## src/rtl/fetch_stage_pkg.sv

```systemverilog
`default_nettype none
// ============================================================================
//  Module      : fetch_stage_pkg
//  Description : Shared types and constants for the instruction fetch stage:
//                FSM state encoding, default reset PC and the opcode values
//                recognised by the downstream control decoder.
//  Revision    : 1.0 - initial release
// ============================================================================
package fetch_stage_pkg;

  // Fetch controller states
  typedef enum logic [1:0] {
    ST_FETCH = 2'd0,   // free to issue a request
    ST_WAIT  = 2'd1,   // one request outstanding
    ST_FULL  = 2'd2    // response parked in the skid buffer
  } fetchState_t;

  localparam logic [63:0] c_RESET_PC = 64'h0;

  // Major opcodes seen on id_opcode
  localparam logic [6:0] c_OPC_LD    = 7'b0000011;
  localparam logic [6:0] c_OPC_SD    = 7'b0100011;
  localparam logic [6:0] c_OPC_BEQ   = 7'b1100011;
  localparam logic [6:0] c_OPC_RTYPE = 7'b0110011;

endpackage
`default_nettype wire

```

## src/rtl/fetch_skid_buf.sv

```systemverilog
`default_nettype none
// ============================================================================
//  Module      : fetch_skid_buf
//  Description : One-entry holding register for a fetch response that
//                arrived while the IF/ID register was occupied and stalled.
//                Entry payload is {pc, instr}. Flush wins over push.
//  Revision    : 1.0 - initial release
// ============================================================================
module fetch_skid_buf #(
  parameter int WIDTH = 96
) (
  input  logic             clock,
  input  logic             reset_n,
  input  logic             i_push,
  input  logic             i_flush,
  input  logic [WIDTH-1:0] i_data,
  output logic             o_valid,
  output logic [WIDTH-1:0] o_data
);

  logic             r_valid;
  logic [WIDTH-1:0] r_data;

  // Single entry: flush (drain or redirect) empties it, push captures a response
  always_ff @(posedge clock) begin
    if (!reset_n) begin
      r_valid <= 1'b0;
      r_data  <= '0;
    end else if (i_flush) begin
      r_valid <= 1'b0;
    end else if (i_push) begin
      r_valid <= 1'b1;
      r_data  <= i_data;
    end
  end

  assign o_valid = r_valid;
  assign o_data  = r_data;

endmodule
`default_nettype wire

```

## src/rtl/fetch_stage.sv

```systemverilog
`default_nettype none
// ============================================================================
//  Module      : fetch_stage
//  Description : Instruction fetch stage. Issues one instruction-memory
//                request at a time, delivers {pc, instr} into the IF/ID
//                register, absorbs one response under stall via a skid
//                buffer and honours branch redirects with top priority.
//                Optional macro FETCH_PERF_EN adds fetched/bubble counters.
//  Revision    : 1.0 - initial release
// ============================================================================
module fetch_stage
  import fetch_stage_pkg::*;
#(
  parameter int              XLEN     = 64,
  parameter logic [XLEN-1:0] RESET_PC = XLEN'(c_RESET_PC)
) (
  input  logic            clock,
  input  logic            reset_n,
  input  logic            stall,
  input  logic            branch_taken,
  input  logic [XLEN-1:0] branch_target,
  output logic            imem_req_valid,
  input  logic            imem_req_ready,
  output logic [XLEN-1:0] imem_addr,
  input  logic            imem_resp_valid,
  input  logic [31:0]     imem_resp_data,
  output logic            id_valid,
  output logic [XLEN-1:0] id_pc,
  output logic [31:0]     id_instr,
  output logic [6:0]      id_opcode
`ifdef FETCH_PERF_EN
  ,
  output logic [31:0]     perf_fetched,
  output logic [31:0]     perf_bubbles
`endif
);

  fetchState_t     r_state, w_stateNext;
  logic            r_kill, w_killNext;
  logic [XLEN-1:0] r_pc, w_pcNext;
  logic [XLEN-1:0] r_reqPc, w_reqPcNext;
  logic            r_idValid, w_idValidNext;
  logic [XLEN-1:0] r_idPc, w_idPcNext;
  logic [31:0]     r_idInstr, w_idInstrNext;
  logic            w_reqValid;
  logic            w_loadId;
  logic            w_skidPush, w_skidFlush, w_skidValid;
  logic [XLEN+31:0] w_skidData;

  fetch_skid_buf #(.WIDTH(XLEN + 32)) u_skid (
    .clock   (clock),
    .reset_n (reset_n),
    .i_push  (w_skidPush),
    .i_flush (w_skidFlush),
    .i_data  ({r_reqPc, imem_resp_data}),
    .o_valid (w_skidValid),
    .o_data  (w_skidData)
  );

  // Next-state and IF/ID update; redirect overrides every other event
  always_comb begin
    w_stateNext   = r_state;
    w_killNext    = r_kill;
    w_pcNext      = r_pc;
    w_reqPcNext   = r_reqPc;
    w_idValidNext = r_idValid & stall;   // a consumed entry drops unless refilled
    w_idPcNext    = r_idPc;
    w_idInstrNext = r_idInstr;
    w_reqValid    = 1'b0;
    w_loadId      = 1'b0;
    w_skidPush    = 1'b0;
    w_skidFlush   = 1'b0;
    if (branch_taken) begin
      w_pcNext      = branch_target;
      w_idValidNext = 1'b0;
      w_skidFlush   = 1'b1;
      if (r_state == ST_WAIT) begin
        // A response landing now belongs to the wrong path and is dropped here;
        // otherwise remember to drop it when it shows up.
        if (imem_resp_valid) begin
          w_killNext  = 1'b0;
          w_stateNext = ST_FETCH;
        end else begin
          w_killNext  = 1'b1;
        end
      end else begin
        w_stateNext = ST_FETCH;
      end
    end else begin
      case (r_state)
        ST_FETCH: begin
          w_reqValid = 1'b1;
          if (imem_req_ready) begin
            w_reqPcNext = r_pc;
            w_pcNext    = r_pc + XLEN'(4);
            w_stateNext = ST_WAIT;
          end
        end
        ST_WAIT: begin
          if (imem_resp_valid) begin
            if (r_kill) begin
              w_killNext  = 1'b0;
              w_stateNext = ST_FETCH;
            end else if (!r_idValid || !stall) begin
              w_loadId      = 1'b1;
              w_idValidNext = 1'b1;
              w_idPcNext    = r_reqPc;
              w_idInstrNext = imem_resp_data;
              w_stateNext   = ST_FETCH;
            end else begin
              w_skidPush  = 1'b1;
              w_stateNext = ST_FULL;
            end
          end
        end
        ST_FULL: begin
          if (!stall) begin
            w_loadId      = w_skidValid;
            w_idValidNext = w_skidValid;
            w_idPcNext    = w_skidData[XLEN+31:32];
            w_idInstrNext = w_skidData[31:0];
            w_skidFlush   = 1'b1;
            w_stateNext   = ST_FETCH;
          end
        end
        default: w_stateNext = ST_FETCH;
      endcase
    end
  end

  // State, PC and IF/ID registers
  always_ff @(posedge clock) begin
    if (!reset_n) begin
      r_state   <= ST_FETCH;
      r_kill    <= 1'b0;
      r_pc      <= RESET_PC;
      r_reqPc   <= '0;
      r_idValid <= 1'b0;
      r_idPc    <= '0;
      r_idInstr <= '0;
    end else begin
      r_state   <= w_stateNext;
      r_kill    <= w_killNext;
      r_pc      <= w_pcNext;
      r_reqPc   <= w_reqPcNext;
      r_idValid <= w_idValidNext;
      r_idPc    <= w_idPcNext;
      r_idInstr <= w_idInstrNext;
    end
  end

  assign imem_req_valid = w_reqValid;
  assign imem_addr      = r_pc;
  assign id_valid       = r_idValid;
  assign id_pc          = r_idPc;
  assign id_instr       = r_idInstr;
  assign id_opcode      = r_idInstr[6:0];

`ifdef FETCH_PERF_EN
  logic [31:0] r_perfFetched, r_perfBubbles;

  // Entries delivered to decode and idle decode cycles, both free-running
  always_ff @(posedge clock) begin
    if (!reset_n) begin
      r_perfFetched <= '0;
      r_perfBubbles <= '0;
    end else begin
      if (w_loadId)
        r_perfFetched <= r_perfFetched + 32'd1;
      if (!r_idValid && !stall)
        r_perfBubbles <= r_perfBubbles + 32'd1;
    end
  end

  assign perf_fetched = r_perfFetched;
  assign perf_bubbles = r_perfBubbles;
`endif

endmodule
`default_nettype wire

```

## config.mk

```make
export PLATFORM = sky130hd
export DESIGN_NAME = fetch_stage
export DESIGN_NICKNAME = d
export VERILOG_FILES = /design/src/rtl/fetch_stage_pkg.sv /design/src/rtl/fetch_skid_buf.sv /design/src/rtl/fetch_stage.sv
export SDC_FILE = /design/constraint.sdc
export NUM_CORES = 1
export LEC_CHECK = 0
export BUFFER_PORTS_ARGS = -buffer_cell sky130_fd_sc_hd__buf_2
export CORE_AREA = 2 2 208 210
export DETAILED_ROUTE_END_ITERATION = 10
export DIE_AREA = 0 0 210 212
export SKIP_CTS_REPAIR_TIMING = 1
export SYNTH_ARGS = -nofsm -noshare
export SYNTH_HDL_FRONTEND = slang
export SYNTH_SLANG_ARGS = --single-unit
export TNS_END_PERCENT = 100
```

## constraint.sdc

```tcl
create_clock -name clock -period 2.5 [get_ports clock]
set_input_delay 0.25 -clock clock [delete_from_list [all_inputs] [get_ports clock]]
set_output_delay 0.25 -clock clock [all_outputs]
set_load 0.05 [all_outputs]
```

==> impl_metrics.toml, run 1 <==
[status]
status = "finished, violations left"
violations = "negative hold slack"

[clocking]
clkSinkCount = 325
clockBufferDepth = 3
path_clk_slew_ns = 0.06
htreeDepth = 2
insertion_delay_ns = 0.56
cts_buffers = 39
cts_tree = "yes"
clockRootBuffer = "clkbuf_16"

[timing]
fin_crit_ns = 2.41
worst_clock_skew_ns = 0.0111
slew_violations = 0
grt_setup_unrepaired = "false"
finalSetupTns_ns = 0
tightestPinTransition_ns = 0.802
hold_viol = 8
period_share_pct = 96.3
setup_violations = 0
finalWorstSetupSlack_ns = 0.0923
hold_ws_ns = -0.0297
fmax_mhz = 415
slew_headroom_pct = 46.5

[floorplan]
fp-row-count = 76
die_area_um2 = 44500
fp.dieH_um = 212
coreArea_um2 = 42500
initial_utilization_pct = 34.5
die_x_um = 210
top_level_ports = 271

[yosys]
yosysWarnings = 0
async_flop_share_pct = 0
ys.flop_type = "dfxtp_1"
ys_ff_latch = 325
yosysSeqAreaShare_pct = 44.3
synthDistinctLibCells = 52
syn_avg_cell_area_um2 = 8.58
synth_top_area_cell = "dfxtp_1"
synth_area_um2 = 14700
synthTopCellsByArea = "dfxtp_1 44%, nand2_1 12%, a21boi_0 8.2%"
synth_fp_nets = 1817
synth_edf_count = 0
yosysTopAreaCellShare_pct = 44.3
synthCells = 1710

[worst_setup_path]
worstSetupPathType = "reg2reg"
end_kind = "flop"
critPathArrivalTime_ns = 2.86
r2r-start = "imem_addr[37]"
path_max_fanout = 7
startpoint_type = "flop"
cp.required_ns = 2.95
r2r_slack_ns = 0.09
rr_endpoint = "imem_addr[54]"
reg2reg_depth = 5

[global_routing]
grt_usage_pct = 21.5
grt_pass1_vias = 12700
grtUsageMet2_pct = 33.4
grt_util_met3_pct = 4.17
antenna_found_initial = 4
grt_pass1_wl_mm = 74.8
top_usage_layer = "met2"
grt-ovfl-total = 0
grt_max_degree = 149
grt.met1_usage_pct = 29.6

[hold_path]
hp-start = "branch_target[18]"
hold-path-endpoint = "imem_addr[18]"
min_path_cells = 3
holdCritPathClass = "in2reg"

[drt]
vias_per_cell = 5.31
drt_iter0_markers = 975
first_pass_iters = 7
post-route-drc-count = 0
ant_nets = 0
wl_mm = 49.3
wl_per_cell_um = 18.9
vias = 13900

[placement]
post-place-ws_ns = 0.0117
place_inst = 2478
dp_hpwl_mm = 34.0
gp_congestion = 0.954
portBuffers = 270

[final_layout]
multi_input_area_um2 = 7610
fill_cells = 4192
syn2layout_area_growth_pct = 30.0
final_cells = 2609
regArea_um2 = 6560
drive_above_1_share_pct = 22.8
fin_nets = 2140

[power_and_ir_drop]
ir_worst_vdd_mv = 0.434
p_leak_nw = 8.27
p_per_area_nw_per_um2 = 672

[flow_run]
drv_cap = 0
## metal layers
metal	share of wire [%]	up-vias
li1	-	6640
met1	45	6665
met2	45	461
met3	6.9	88
met4	3.1	2
met5	0.026	-
## cells in the final DEF, fill, tap and decap left out, types with 17 or more instances in the layout
master / count
nand4_1: 38
xnor2_1: 17
mux2i_1: 106
or4_1: 19
nor4_1: 25
nor3_1: 19
dfxtp_2: 24
clkbuf_16: 42
dfxtp_1: 296
nor2_1: 29
nand2_1: 464
dlygate4sd3_1: 60
buf_4: 82
nand3_1: 48
buf_2: 269
o211a_1: 105
a21oi_1: 27
o21ai_0: 40
a21boi_0: 160
## cells in the mapped netlist, types with 3 or more instances
master	instances
o211a_1	105
mux2_2	3
a211o_1	6
o21ai_0	40
nand2b_1	6
buf_1	18
mux2i_1	106
and3_1	10
a21boi_0	160
nor3_1	19
a211oi_1	4
a21oi_1	27
a31oi_1	4
and4_1	13
o31ai_1	4
o2111a_1	5
buf_4	7
and2_1	9
nor2_1	31
nor4_1	25
xnor2_1	17
ha_1	5
inv_1	13
nand2_1	465
xor2_1	11
dfxtp_1	325
nand3_1	49
or4_1	19
nor2b_1	12
clkbuf_1	117
or3_1	6
o211ai_1	4
nand4_1	38
## worst max-delay path by stage
| stage | from | endpoint | slack, ns |
|---|---|---|---|
| 3_5_place_dp | r_state[1] | imem_addr[54] | 0.01 |
| 6_report | imem_addr[37] | imem_addr[54] | 0.09 |
| 4_1_cts | r_state[1] | imem_addr[54] | -0.003 |
| 3_3_place_gp | r_state[1] | imem_addr[54] | 0.06 |
| 2_1_floorplan | imem_addr[34] | imem_addr[54] | -0.01 |
| 5_1_grt | r_state[1] | imem_addr[54] | 0.02 |
## layout make-up
class                      instances  share of cell area (%)
antenna                            2                  0.0262
clock buffer                      60                    6.18
clock inverter                     9                   0.597
inverter                          13                   0.256
multi-input combinational       1227                    39.9
sequential                       325                    34.4
tap                              546                    3.58
timing repair buffer             427                    15.1
## registers in the layout, summed over array words and instances (netlist names), 2 cells and up
signal and cells:
u_skid.o_data 96, id_pc 64, r_reqPc 64, id_instr 32
imem_addr 64, r_state 2
## kinds of logic (layout without fill, tap and decap cells)
family / count (synthesis) / in the layout / share of synthesized area (%)
AOI/OAI and AO/OA: 372 / 372 / 19.9
xor gates and xnor gates: 28 / 28 / 1.67
adders and majority gates: 5 / 5 / 0.426
buffers and inverters: 158 / 509 / 4.25
DFF: 325 / 325 / 44.3
muxes: 109 / 109 / 7.46
other: 0 / 2 / 0
and+or+nand+nor: 713 / 713 / 22.0
## critical path: stages, from the launching register on
cell and delay (ns):
dfxtp_4 0.40, nand4_4 0.14, or4_4 0.58, or4_4 0.57, or4b_1 0.46, and3_1 0.15
## power by group
group / internal [W] / total (W) / leakage [nW] / switching, W
registers: 0.00535 / 0.00550 / 2.65 / 0.000156
clock network: 0.00346 / 0.00576 / 0.637 / 0.00230
logic: 0.000508 / 0.00156 / 4.98 / 0.00105
## per-stage QoR
step           util [%]  total power [W]  area [um^2]
6_report           44.9           0.0128        19100
3_3_place_gp       40.4          0.00707        17200
5_1_grt            44.9           0.0133        19100
4_1_cts            43.4           0.0129        18400
3_5_place_dp       40.4          0.00709        17200
2_1_floorplan         -          0.00653        14700
Note: power is estimated with default switching activity, not from simulation.
==> run 2, diff against run 1 <==
CAP_MARGIN = 20   (was default)
CORE_AREA = 2 2 206 208   (was 2 2 208 210)
DIE_AREA = 0 0 208 210   (was 0 0 210 212)
SYNTH_HIERARCHICAL = 1   (was default)
==> run 2 against run 1 <==
The flow still finishes with violations (negative hold slack). Wire length is 11% lower. Global-route usage down 2.3 points. Sequential cell count is the same. Cell count shrank 3.0%.
==> impl_metrics.toml, run 2 <==
[timing]
fin_crit_ns = 2.39
finalWorstSetupSlack_ns = 0.105
period_share_pct = 95.8
setup_violations = 0
hold_viol = 6
slew_violations = 0
grt_setup_unrepaired = "false"
hold_ws_ns = -0.0178
slew_headroom_pct = 51.6
tightestPinTransition_ns = 0.726
worst_clock_skew_ns = 0.0257
fmax_mhz = 418

[final_layout]
fin_nets = 2074
finish.utilization_pct = 44.1
drive_above_1_share_pct = 21.2
syn2layout_area_growth_pct = 27.4
layout_commonest_cell = "nand2_1"
num_antenna_cells = 0
largest_reg_flops = 96
final_cell_mix = "374 x nand2_1, 323 x dfxtp_1, 269 x buf_2"

[yosys]
syn_avg_cell_area_um2 = 8.59
yosysWarnings = 6
synth_area_um2 = 14400
yosys-top-cells-count = "374 x nand2_1, 325 x dfxtp_1, 199 x mux2i_1, 138 x nor2_1, 103 x a211oi_1"
yosysTopAreaCellShare_pct = 45.3
synthDistinctLibCells = 56
yosysSeqAreaShare_pct = 45.3
synth_fp_nets = 1778
synth_edf_count = 0
ys_ff_latch = 325
synth_top_area_cell = "dfxtp_1"
synthTopCellsByArea = "dfxtp_1 45%, mux2i_1 14%, nand2_1 9.8%"
yosys.cell_count.top_type = "nand2_1"
synthCells = 1671
ys.flop_type = "dfxtp_1"
async_flop_share_pct = 0

[drt]
vias = 13000
highest_layer = "met5"
dr_wl_met2_mm = 19.2
drt_iter0_markers = 758
vias_per_cell = 5.13
post-route-drc-count = 0
wl_per_cell_um = 17.3
drt-met1-wl_mm = 20.6
wl_mm = 43.8
ant_nets = 0
met3_length_mm = 2.66
first_pass_iters = 5

[floorplan]
die_area_um2 = 43700
coreArea_um2 = 41500
die_x_um = 208
top_level_ports = 271
initial_utilization_pct = 34.6
fp.dieH_um = 210
fp-row-count = 75

[worst_setup_path]
startpoint_type = "flop"
slowest_delay_ns = 0.56
cp.required_ns = 2.93
startpoint = "r_state[0]"
worstSetupPathType = "reg2reg"
crit_path_cell_trace = "inv_1 > ha_2 > nand3_2 > or3_1 > nor3_1 > a31oi_1 > o31a_1"
r2r-start = "r_state[0]"
end_kind = "flop"
cp_slowest_cell = "or3_1"
reg2reg_depth = 7
path_max_fanout = 8
r2r_slack_ns = 0.11
critPathArrivalTime_ns = 2.83
worstSetupEndpoint = "imem_addr[50]"
rr_endpoint = "imem_addr[50]"

[clocking]
clockBufferDepth = 3
clockRootBuffer = "clkbuf_16"
path_clk_slew_ns = 0.06
cts_tree = "yes"
insertion_delay_ns = 0.55
clkSinkCount = 325
cts_buffers = 37
htreeDepth = 2

[global_routing]
antenna_found_initial = 2
grt_pass1_wl_mm = 67.2
grt-ovfl-total = 0
grt_pass1_vias = 11800
grt_usage_pct = 19.2
grt_max_degree = 96

[status]
status = "finished, violations left"
violations = "negative hold slack"

[flow_run]
drv_cap = 0

[placement]
dp_hpwl_mm = 30.5
post-place-ws_ns = -0.00350
portBuffers = 270
gp_congestion = 0.897

[hold_path]
holdCritPathClass = "in2reg"
hp-start = "branch_target[25]"

[power_and_ir_drop]
p_leak_nw = 6.60
ir_worst_vdd_mv = 0.370
p_per_area_nw_per_um2 = 686
## run 2: worst max-delay path, delay by kind of cell (launching register included)
family          cells  cell delay [ns]
compound gates      2             0.44
fa+ha+maj           1             0.28
buf+inv             1             0.15
flops               1             0.33
simple gates        3             1.09
## run 2: metal layers
metal  up-vias  GRT usage [%]
met5         -              0
met4         4           6.85
met3        77           3.72
met2       385           29.3
met1      6090           27.0
li1       6427              -
## run 2: cells by family (layout without fill, tap and decap cells)
| logic type | Yosys count | in the layout | synth area share [%] |
|---|---|---|---|
| adder cells (fa/ha/maj) | 5 | 5 | 0.436 |
| AO/OA/AOI/OAI | 291 | 291 | 12.8 |
| XOR/XNOR | 26 | 26 | 1.59 |
| buffers and inverters | 148 | 470 | 4.76 |
| AND/OR/NAND/NOR | 675 | 675 | 21.0 |
| multiplexers | 201 | 201 | 14.0 |
| flip-flops | 325 | 325 | 45.3 |
## run 2: stage by stage
| step | cells | hold slack, ns | instance area, um^2 | TNS [ns] | total power (W) |
|---|---|---|---|---|---|
| floorplan | 1671 | 0.346 | 14400 | 0 | 0.00651 |
| global placement | 2410 | 0.441 | 16400 | 0 | 0.00698 |
| detailed placement | 2410 | 0.446 | 16400 | -0.00350 | 0.00699 |
| CTS | 2475 | -0.0938 | 17700 | -0.0480 | 0.0127 |
| global route | 2532 | 0.000529 | 18300 | 0 | 0.0130 |
| finish | 2532 | -0.0178 | 18300 | 0 | 0.0125 |
## run 2: layout make-up
class                           count  area [um^2]
Timing Repair Buffer              392         2590
Multi-Input combinational cell   1198         7220
Fill cell                        4115        23200
Clock buffer                       53         1100
Tap cell                          539          674
Sequential cell                   325         6510
Clock inverter                     12          148
Inverter                           13         53.8
## run 2: how the worst min path moves through the flow
| stage | end | slack (ns) | depth (start not counted) |
|---|---|---|---|
| 2_1_floorplan | r_kill | 0.35 | 1 |
| 3_3_place_gp | u_skid/o_data[93] | 0.44 | 2 |
| 3_5_place_dp | u_skid/o_data[38] | 0.45 | 2 |
| 4_1_cts | imem_addr[1] | -0.09 | 3 |
| 5_1_grt | imem_addr[26] | 0.0005 | 3 |
| 6_report | imem_addr[25] | -0.02 | 3 |
## run 2: power by group
| group | total, W | leakage (nW) | internal (W) | switching [W] |
|---|---|---|---|---|
| registers | 0.00550 | 2.64 | 0.00534 | 0.000161 |
| clock network | 0.00560 | 0.611 | 0.00337 | 0.00223 |
| logic | 0.00145 | 3.34 | 0.000439 | 0.00101 |
| total | 0.0125 | 6.60 | 0.00915 | 0.00340 |
